[src/rtl/debug_host_loader_if.sv]
// Byte-level link bundle of the debug host loader: program ROM, command input,
// tx/rx UART byte handshakes and capture-RAM write port.
interface debug_host_loader_if #(
  parameter int NB_DATA      = 32,
  parameter int NB_ADDR      = 7,
  parameter int N_BITS       = 8,
  parameter int NB_DUMP_ADDR = 8
);
  logic                    start_i;
  logic [NB_ADDR:0]        prog_len_i;
  logic [NB_ADDR-1:0]      prog_addr_o;
  logic [NB_DATA-1:0]      prog_data_i;
  logic                    cmd_valid_i;
  logic [N_BITS-1:0]       cmd_mode_i;
  logic [N_BITS-1:0]       tx_din_o;
  logic                    tx_start_o;
  logic                    tx_ready_i;
  logic [N_BITS-1:0]       rx_dout_i;
  logic                    rx_done_i;
  logic                    dump_we_o;
  logic [NB_DUMP_ADDR-1:0] dump_addr_o;
  logic [NB_DATA-1:0]      dump_data_o;
  logic                    busy_o;
  logic                    load_done_o;
  logic                    dump_done_o;
  logic                    error_o;

  modport master (
    input  start_i, prog_len_i, prog_data_i, cmd_valid_i, cmd_mode_i,
           tx_ready_i, rx_dout_i, rx_done_i,
    output prog_addr_o, tx_din_o, tx_start_o, dump_we_o, dump_addr_o,
           dump_data_o, busy_o, load_done_o, dump_done_o, error_o
  );

  modport slave (
    output start_i, prog_len_i, prog_data_i, cmd_valid_i, cmd_mode_i,
           tx_ready_i, rx_dout_i, rx_done_i,
    input  prog_addr_o, tx_din_o, tx_start_o, dump_we_o, dump_addr_o,
           dump_data_o, busy_o, load_done_o, dump_done_o, error_o
  );
endinterface

[src/rtl/debug_host_loader.sv]
// Host side of the MIPS debug UART link: streams a program LSB-byte-first, sends
// mode bytes and captures the register/memory dump. Macro DEBUG_HOST_TIMEOUT_EN adds a dump inactivity timeout.
module debug_host_loader #(
  parameter int NB_DATA      = 32,
  parameter int NB_ADDR      = 7,
  parameter int N_BITS       = 8,
  parameter int N_REGISTER   = 32,
  parameter int N_MEM_WORDS  = 127,
  parameter int NB_DUMP_ADDR = 8
`ifdef DEBUG_HOST_TIMEOUT_EN
  , parameter int TIMEOUT_CYCLES = 1000000
`endif
) (
  input  logic                 clock_i,
  input  logic                 reset_i,
  debug_host_loader_if.master  bus
);
  localparam int LAST_IDX = N_REGISTER + N_MEM_WORDS - 1;

  typedef enum logic [2:0] {
    IDLE, FETCH, SEND_WORD, SEND_TERM, WAIT_CMD, SEND_MODE, RECV_DUMP
  } state_t;

  state_t                  r_state;
  logic [1:0]              r_tx_ph;      // 0: may start, 1: wait ready low, 2: wait ready high
  logic [1:0]              r_byte;
  logic                    r_fetch_wait;
  logic [NB_ADDR:0]        r_len;
  logic [NB_ADDR:0]        r_cnt;
  logic [NB_DATA-1:0]      r_word;
  logic [N_BITS-1:0]       r_mode;
  logic [NB_DATA-1:0]      r_dword;
  logic [1:0]              r_rbyte;
  logic [NB_DUMP_ADDR-1:0] r_widx;
  logic                    r_done_pend;
  logic [NB_ADDR-1:0]      r_prog_addr;
  logic [N_BITS-1:0]       r_tx_din;
  logic                    r_tx_start;
  logic                    r_dump_we;
  logic [NB_DUMP_ADDR-1:0] r_dump_addr;
  logic [NB_DATA-1:0]      r_dump_data;
  logic                    r_load_done;
  logic                    r_dump_done;
  logic                    r_error;
`ifdef DEBUG_HOST_TIMEOUT_EN
  logic [31:0]             r_tmo;
`endif

  logic                    w_issue;
  logic                    w_byte_done;
  logic [NB_ADDR:0]        w_cnt_nxt;
  logic [NB_DATA-1:0]      w_dword_nxt;

  assign w_issue     = (r_tx_ph == 2'd0) && bus.tx_ready_i;
  assign w_byte_done = (r_tx_ph == 2'd2) && bus.tx_ready_i;
  assign w_cnt_nxt   = r_cnt + 1'b1;
  assign w_dword_nxt = {bus.rx_dout_i, r_dword[NB_DATA-1:N_BITS]};

  always_ff @(posedge clock_i or posedge reset_i) begin
    if (reset_i) begin
      r_state      <= IDLE;
      r_tx_ph      <= 2'd0;
      r_byte       <= 2'd0;
      r_fetch_wait <= 1'b0;
      r_len        <= '0;
      r_cnt        <= '0;
      r_word       <= '0;
      r_mode       <= '0;
      r_dword      <= '0;
      r_rbyte      <= 2'd0;
      r_widx       <= '0;
      r_done_pend  <= 1'b0;
      r_prog_addr  <= '0;
      r_tx_din     <= '0;
      r_tx_start   <= 1'b0;
      r_dump_we    <= 1'b0;
      r_dump_addr  <= '0;
      r_dump_data  <= '0;
      r_load_done  <= 1'b0;
      r_dump_done  <= 1'b0;
      r_error      <= 1'b0;
`ifdef DEBUG_HOST_TIMEOUT_EN
      r_tmo        <= '0;
`endif
    end else begin
      r_tx_start  <= 1'b0;
      r_dump_we   <= 1'b0;
      r_dump_done <= 1'b0;

      // Shared tx handshake: start only when ready, then see ready fall and rise again
      if (r_state == SEND_WORD || r_state == SEND_TERM || r_state == SEND_MODE) begin
        case (r_tx_ph)
          2'd0:    if (bus.tx_ready_i) begin r_tx_start <= 1'b1; r_tx_ph <= 2'd1; end
          2'd1:    if (!bus.tx_ready_i) r_tx_ph <= 2'd2;
          default: if (bus.tx_ready_i) r_tx_ph <= 2'd0;
        endcase
      end

      case (r_state)
        IDLE, WAIT_CMD: begin
          if (bus.start_i) begin
            r_load_done  <= 1'b0;
            r_error      <= 1'b0;
            r_len        <= bus.prog_len_i;
            r_cnt        <= '0;
            r_prog_addr  <= '0;
            r_byte       <= 2'd0;
            r_tx_ph      <= 2'd0;
            r_fetch_wait <= 1'b0;
            r_state      <= (bus.prog_len_i == '0) ? SEND_TERM : FETCH;
          end else if (r_state == WAIT_CMD && bus.cmd_valid_i) begin
            r_mode  <= bus.cmd_mode_i;
            r_tx_ph <= 2'd0;
            r_state <= SEND_MODE;
          end
        end
        FETCH: begin
          if (!r_fetch_wait) begin
            r_fetch_wait <= 1'b1;
          end else begin
            r_fetch_wait <= 1'b0;
            // An all-ones program word would be read by the target as the terminator
            if (&bus.prog_data_i) begin
              r_error <= 1'b1;
              r_state <= IDLE;
            end else begin
              r_word  <= bus.prog_data_i;
              r_byte  <= 2'd0;
              r_state <= SEND_WORD;
            end
          end
        end
        SEND_WORD: begin
          if (w_issue) begin
            r_tx_din <= r_word[N_BITS-1:0];
            r_word   <= r_word >> N_BITS;
          end
          if (w_byte_done) begin
            r_byte <= r_byte + 2'd1;
            if (r_byte == 2'd3) begin
              r_cnt <= w_cnt_nxt;
              if (w_cnt_nxt == r_len) begin
                r_state <= SEND_TERM;
              end else begin
                r_prog_addr <= w_cnt_nxt[NB_ADDR-1:0];
                r_state     <= FETCH;
              end
            end
          end
        end
        SEND_TERM: begin
          if (w_issue) r_tx_din <= '1;
          if (w_byte_done) begin
            r_byte <= r_byte + 2'd1;
            if (r_byte == 2'd3) begin
              r_load_done <= 1'b1;
              r_state     <= WAIT_CMD;
            end
          end
        end
        SEND_MODE: begin
          if (w_issue) r_tx_din <= r_mode;
          if (w_byte_done) begin
            if (r_mode == N_BITS'(1)) begin
              r_rbyte     <= 2'd0;
              r_widx      <= '0;
              r_done_pend <= 1'b0;
`ifdef DEBUG_HOST_TIMEOUT_EN
              r_tmo       <= '0;
`endif
              r_state     <= RECV_DUMP;
            end else begin
              r_state <= WAIT_CMD;
            end
          end
        end
        RECV_DUMP: begin
          if (r_done_pend) begin
            r_done_pend <= 1'b0;
            r_dump_done <= 1'b1;
            r_state     <= WAIT_CMD;
          end else if (bus.rx_done_i) begin
            r_dword <= w_dword_nxt;
            r_rbyte <= r_rbyte + 2'd1;
`ifdef DEBUG_HOST_TIMEOUT_EN
            r_tmo   <= '0;
`endif
            if (r_rbyte == 2'd3) begin
              r_dump_we   <= 1'b1;
              r_dump_addr <= r_widx;
              r_dump_data <= w_dword_nxt;
              r_widx      <= r_widx + 1'b1;
              if (r_widx == NB_DUMP_ADDR'(LAST_IDX)) r_done_pend <= 1'b1;
            end
          end
`ifdef DEBUG_HOST_TIMEOUT_EN
          else if (r_tmo == 32'(TIMEOUT_CYCLES - 1)) begin
            r_error <= 1'b1;
            r_rbyte <= 2'd0;
            r_state <= WAIT_CMD;
          end else begin
            r_tmo <= r_tmo + 32'd1;
          end
`endif
        end
        default: r_state <= IDLE;
      endcase
    end
  end

  assign bus.prog_addr_o = r_prog_addr;
  assign bus.tx_din_o    = r_tx_din;
  assign bus.tx_start_o  = r_tx_start;
  assign bus.dump_we_o   = r_dump_we;
  assign bus.dump_addr_o = r_dump_addr;
  assign bus.dump_data_o = r_dump_data;
  assign bus.busy_o      = (r_state != IDLE) && (r_state != WAIT_CMD);
  assign bus.load_done_o = r_load_done;
  assign bus.dump_done_o = r_dump_done;
  assign bus.error_o     = r_error;
endmodule

[src/flat_wrapper.sv]
// flat-port wrapper written by rule: the top's interface ports become plain ports
module debug_host_loader_flat 
#(
  parameter int NB_DATA      = 32,
  parameter int NB_ADDR      = 7,
  parameter int N_BITS       = 8,
  parameter int N_REGISTER   = 32,
  parameter int N_MEM_WORDS  = 127,
  parameter int NB_DUMP_ADDR = 8

)
  (clock_i, reset_i, bus_start_i, bus_prog_len_i, bus_prog_data_i, bus_cmd_valid_i, bus_cmd_mode_i, bus_tx_ready_i, bus_rx_dout_i, bus_rx_done_i, bus_prog_addr_o, bus_tx_din_o, bus_tx_start_o, bus_dump_we_o, bus_dump_addr_o, bus_dump_data_o, bus_busy_o, bus_load_done_o, bus_dump_done_o, bus_error_o);
  debug_host_loader_if #(.NB_DATA(NB_DATA), .NB_ADDR(NB_ADDR), .N_BITS(N_BITS), .NB_DUMP_ADDR(NB_DUMP_ADDR)) bus_i ();
  input  logic clock_i;
  input  logic reset_i;
  input wire logic [$bits(bus_i.start_i)-1:0] bus_start_i;
  input wire logic [$bits(bus_i.prog_len_i)-1:0] bus_prog_len_i;
  input wire logic [$bits(bus_i.prog_data_i)-1:0] bus_prog_data_i;
  input wire logic [$bits(bus_i.cmd_valid_i)-1:0] bus_cmd_valid_i;
  input wire logic [$bits(bus_i.cmd_mode_i)-1:0] bus_cmd_mode_i;
  input wire logic [$bits(bus_i.tx_ready_i)-1:0] bus_tx_ready_i;
  input wire logic [$bits(bus_i.rx_dout_i)-1:0] bus_rx_dout_i;
  input wire logic [$bits(bus_i.rx_done_i)-1:0] bus_rx_done_i;
  output wire logic [$bits(bus_i.prog_addr_o)-1:0] bus_prog_addr_o;
  output wire logic [$bits(bus_i.tx_din_o)-1:0] bus_tx_din_o;
  output wire logic [$bits(bus_i.tx_start_o)-1:0] bus_tx_start_o;
  output wire logic [$bits(bus_i.dump_we_o)-1:0] bus_dump_we_o;
  output wire logic [$bits(bus_i.dump_addr_o)-1:0] bus_dump_addr_o;
  output wire logic [$bits(bus_i.dump_data_o)-1:0] bus_dump_data_o;
  output wire logic [$bits(bus_i.busy_o)-1:0] bus_busy_o;
  output wire logic [$bits(bus_i.load_done_o)-1:0] bus_load_done_o;
  output wire logic [$bits(bus_i.dump_done_o)-1:0] bus_dump_done_o;
  output wire logic [$bits(bus_i.error_o)-1:0] bus_error_o;
  assign bus_i.start_i = bus_start_i;
  assign bus_i.prog_len_i = bus_prog_len_i;
  assign bus_i.prog_data_i = bus_prog_data_i;
  assign bus_i.cmd_valid_i = bus_cmd_valid_i;
  assign bus_i.cmd_mode_i = bus_cmd_mode_i;
  assign bus_i.tx_ready_i = bus_tx_ready_i;
  assign bus_i.rx_dout_i = bus_rx_dout_i;
  assign bus_i.rx_done_i = bus_rx_done_i;
  assign bus_prog_addr_o = bus_i.prog_addr_o;
  assign bus_tx_din_o = bus_i.tx_din_o;
  assign bus_tx_start_o = bus_i.tx_start_o;
  assign bus_dump_we_o = bus_i.dump_we_o;
  assign bus_dump_addr_o = bus_i.dump_addr_o;
  assign bus_dump_data_o = bus_i.dump_data_o;
  assign bus_busy_o = bus_i.busy_o;
  assign bus_load_done_o = bus_i.load_done_o;
  assign bus_dump_done_o = bus_i.dump_done_o;
  assign bus_error_o = bus_i.error_o;
  debug_host_loader #(.NB_DATA(NB_DATA), .NB_ADDR(NB_ADDR), .N_BITS(N_BITS), .N_REGISTER(N_REGISTER), .N_MEM_WORDS(N_MEM_WORDS), .NB_DUMP_ADDR(NB_DUMP_ADDR)) u_core (.clock_i(clock_i), .reset_i(reset_i), .bus(bus_i));
endmodule
[config.mk]
export PLATFORM = sky130hd
export DESIGN_NAME = debug_host_loader_flat
export DESIGN_NICKNAME = d
export VERILOG_FILES = /design/src/rtl/debug_host_loader_if.sv /design/src/rtl/debug_host_loader.sv /design/src/flat_wrapper.sv
export SDC_FILE = /design/constraint.sdc
export NUM_CORES = 1
export LEC_CHECK = 0
export CORE_MARGIN = 2
export CORE_UTILIZATION = 45
export CTS_CLUSTER_SIZE = 40
export DETAILED_ROUTE_END_ITERATION = 12
export MAX_ROUTING_LAYER = met4
export PLACE_DENSITY = 0.7
export SLEW_MARGIN = 20
export SYNTH_ARGS = -nofsm -noshare
export SYNTH_HDL_FRONTEND = slang
export SYNTH_SLANG_ARGS = --single-unit
[constraint.sdc]
create_clock -name clock_i -period 7.1 [get_ports clock_i]
set_input_delay 1.42 -clock clock_i [delete_from_list [all_inputs] [get_ports clock_i]]
set_output_delay 1.42 -clock clock_i [all_outputs]
set_load 0.1 [all_outputs]
==> impl_metrics.env <==
export IMPL_synth_top_cell_area_share=0.5597
export IMPL_fraction_of_the_yosys_area_taken_by_sequential_cells=0.5597
export IMPL_finalInstanceArea_um2=9129
export IMPL_routed_via_count=5108
export IMPL_die_w_um=129.7
export IMPL_die_height_um=129.7
export IMPL_drc=0
export IMPL_post_synthesis_adder_cell_area_fraction=0.008800
export IMPL_antenna_found_initial=0
export IMPL_powerDensity_nw_per_um2=418.0
export IMPL_grt_pass1_vias=5159
export IMPL_max_clock_path_buffers=2
export IMPL_final_hold_viol_count=0
export IMPL_path_class="reg2out"
export IMPL_drv_max_cap_violation_count=0
export IMPL_antenna_cells_inserted=0
export IMPL_fin_hold_ws_ns=0.4747
export IMPL_gp_congestion=0.8685
export IMPL_worst_pin_slew_ns=1.023
export IMPL_placed_area_um2=8504
export IMPL_ys_flop_type="dfrtp_1"
export IMPL_final_period_utilization=0.5373
export IMPL_routed_wire_length_per_instance_um=16.64
export IMPL_placeableCoreArea_um2=15310
export IMPL_max_slew_margin=0.3158
export IMPL_leakage_nw=4.196
export IMPL_first_iter_violations=296
export IMPL_total_power_mw=3.816
export IMPL_layout_drive_gt1_share=0.1137
export IMPL_synth_mux_area_frac=0.1800
export IMPL_path_clk_slew_ns=0.06
export IMPL_synth_top_family_by_area="multiplexers"
export IMPL_die_area_um2=16820
export IMPL_grt_remaining_overflow=0
export IMPL_fillCellCount=1277
export IMPL_arrival_time_worst_endpoint_ns=2.40
export IMPL_cts_made_buffers=17
export IMPL_worst_setup_slack_after_layout_ns=3.285
export IMPL_period_needed_ns=3.815
export IMPL_initial_core_util=0.4642
export IMPL_regArea_um2=3979
export IMPL_clockRootBuffer="clkbuf_16"
export IMPL_htree_num_levels=4
export IMPL_ios=123
export IMPL_type_of_the_tightest_min_delay_check="reg2reg"
export IMPL_crit_fanout=15
export IMPL_synth_top_cells_by_area="dfrtp_1 (56%), mux2_1 (7.1%), mux2_2 (6.7%)"
export IMPL_finClkSkew_ns=0.009390
export IMPL_grt_max_degree=99
export IMPL_avgViaCountPerCell=5.377
export IMPL_avg_cell_area_syn_um2=11.65
export IMPL_fmaxAchievable_ghz=0.2621
export IMPL_fp_row_count=45
export IMPL_mappedNetlistNets=677
export IMPL_multi_input_area_um2=2964
export IMPL_synth_compound_area_frac=0.08377
export IMPL_cp_end_kind="primary output"
export IMPL_syn_to_final_growth_pct=28.41
export IMPL_i_o_buffers=122
export IMPL_postRouteWirelength_mm=15.81
export IMPL_synth_edf_count=0
export IMPL_required_ns=5.68
export IMPL_clock_sinks=159
export IMPL_post_place_ws_ns=2.906
export IMPL_firstDrtPassIters=5
export IMPL_setup_total_negative_slack_ns=0
export IMPL_synth_area_in_simple_gates=0.1179
export IMPL_most_common_cell_in_the_netlist="dfrtp_1"
export IMPL_tritoncts_clock_tree="yes"
export IMPL_worstSkewPairLatency_ns=0.43
export IMPL_post_cts_hold_buffer_count=0
export IMPL_synth_top_cell_by_area="dfrtp_1"
export IMPL_post_synthesis_instance_area_um2=7109
export IMPL_antenna_left=0
export IMPL_setup_violations_final=0
export IMPL_grt_pass1_wl_mm=26.02
export IMPL_final_net_count=793
export IMPL_synth_top_cells_by_count="dfrtp_1 (159), nand2_1 (71), mux2_1 (45), mux2_2 (42), o21ai_1 (39)"
export IMPL_cts_resized=0
export IMPL_cts_setup_buffers=0
export IMPL_synth_xor_area_frac=0.02552
export IMPL_rsz0062_at_grt="false"
export IMPL_postSynthCellCount=610
export IMPL_irDropWorstVdd_mv=0.3792
export IMPL_yosysWarnings=0
export IMPL_dpl_hpwl_mm=11.24
export IMPL_final_max_slew_violation_count=0
export IMPL_postSynthRegisterBits=159
export IMPL_grt_util_all_layers=0.2065
export IMPL_critical_path_startpoint_type="register"
export IMPL_synthDistinctLibCells=47
export IMPL_outcome="finished clean"
export IMPL_synthArstFlopShare=1.000
-- logic make-up (layout without fill, tap and decap cells) --
kind of cell / count (synthesis) / in the layout
AOI/OAI and AO/OA: 99 / 99
xor gates and xnor gates: 19 / 19
adders and majority gates: 5 / 5
buffers and inverters: 39 / 168
DFF: 159 / 159
muxes: 117 / 117
and+or+nand+nor: 172 / 172
-- state kept, by name (all words and copies together), names as in the netlist, 3 cells and up --
register                count
u_core.r_widx               8
u_core.r_state              3
u_core.bus.prog_addr_o      7
u_core.bus.dump_data_o     32
u_core.r_dword             24
u_core.bus.tx_din_o         8
u_core.r_word              32
u_core.bus.dump_addr_o      8
u_core.r_cnt                8
u_core.r_mode               8
u_core.r_len                8
-- routing by layer --
metal | vias to the layer above | wire length, um | track usage
met5 | - | 0 | -
met1 | 2565 | 7059 | 0.2644
met3 | 24 | 539 | 0.04141
met2 | 109 | 7888 | 0.3274
met4 | 0 | 324 | 0.07843
li1 | 2410 | - | -
-- where the power goes --
group | leakage, nW | total [mW] | switching [mW] | internal (mW)
logic | 1.82 | 1.44 | 0.962 | 0.475
registers | 2.09 | 1.41 | 0.211 | 1.20
clock network | 0.294 | 0.966 | 0.358 | 0.608
total | 4.20 | 3.82 | 1.53 | 2.28
-- placed cells by master, fill, tap and decap left out, types with 3 or more instances in the layout --
cell             Yosys  routed
clkbuf_1            13       4
nand3_1              7       7
nor2_1              31      30
mux2_1              45      45
o41ai_1              8       8
nand2_1             71      71
o21ai_1             39      39
buf_4                0       5
clkdlybuf4s50_1      0     122
xor2_1               9       9
xnor2_1              9       9
inv_1                7       6
clkbuf_16            0      17
nand2b_1             8       8
nand3b_1             4       4
and3_1               3       3
ha_1                 5       5
a31oi_1              5       5
o21ai_0             20      20
bufinv_16            0       4
o22ai_1              5       5
clkinvlp_4           0       3
dfrtp_1            159     159
mux2_2              42      42
and2_1               3       3
mux2i_1             30      30
or2_1                3       3
a211oi_1             4       4
nand4_1             22      22
a21oi_1              9       8
nor4_1               7       7
-- worst paths after layout --
check,slack (ns),to,cells past startpoint,start
setup / recovery,3.28,bus_busy_o,3,u_core.r_state[1]
setup reg to reg,3.96,u_core.bus.dump_data_o[2],6,u_core.r_state[1]
hold / removal,0.47,u_core.r_byte[1],2,u_core.r_byte[1]
hold reg to reg,0.47,u_core.r_byte[1],2,u_core.r_byte[1]
max in group asynchronous,4.19,u_core.r_dword[20],3,reset_i
min in group asynchronous,1.54,u_core.bus.tx_start_o,2,reset_i
-- layout make-up --
| class | instances | share of cell area |
|---|---|---|
| Sequential cell | 159 | 0.4359 |
| Multi-Input combinational cell | 412 | 0.3247 |
| Timing Repair Buffer | 127 | 0.1379 |
| Clock buffer | 23 | 0.05126 |
| Tap cell | 211 | 0.02892 |
| Clock inverter | 9 | 0.01713 |
| Inverter | 9 | 0.004249 |
-- stage by stage --
stage / util / std cells
3_5_place_dp: 0.5553 / 918
2_1_floorplan: - / 610
3_3_place_gp: 0.5553 / 918
4_1_cts: 0.5961 / 950
6_report: 0.5961 / 950
5_1_grt: 0.5961 / 950
-- critical path: stages, from the launching register on --
cell and delay [ns]:
dfrtp_1 0.57, nor2_1 0.10, inv_1 0.12, clkdlybuf4s50_1 1.18
Note: power is estimated with default switching activity, not from simulation.
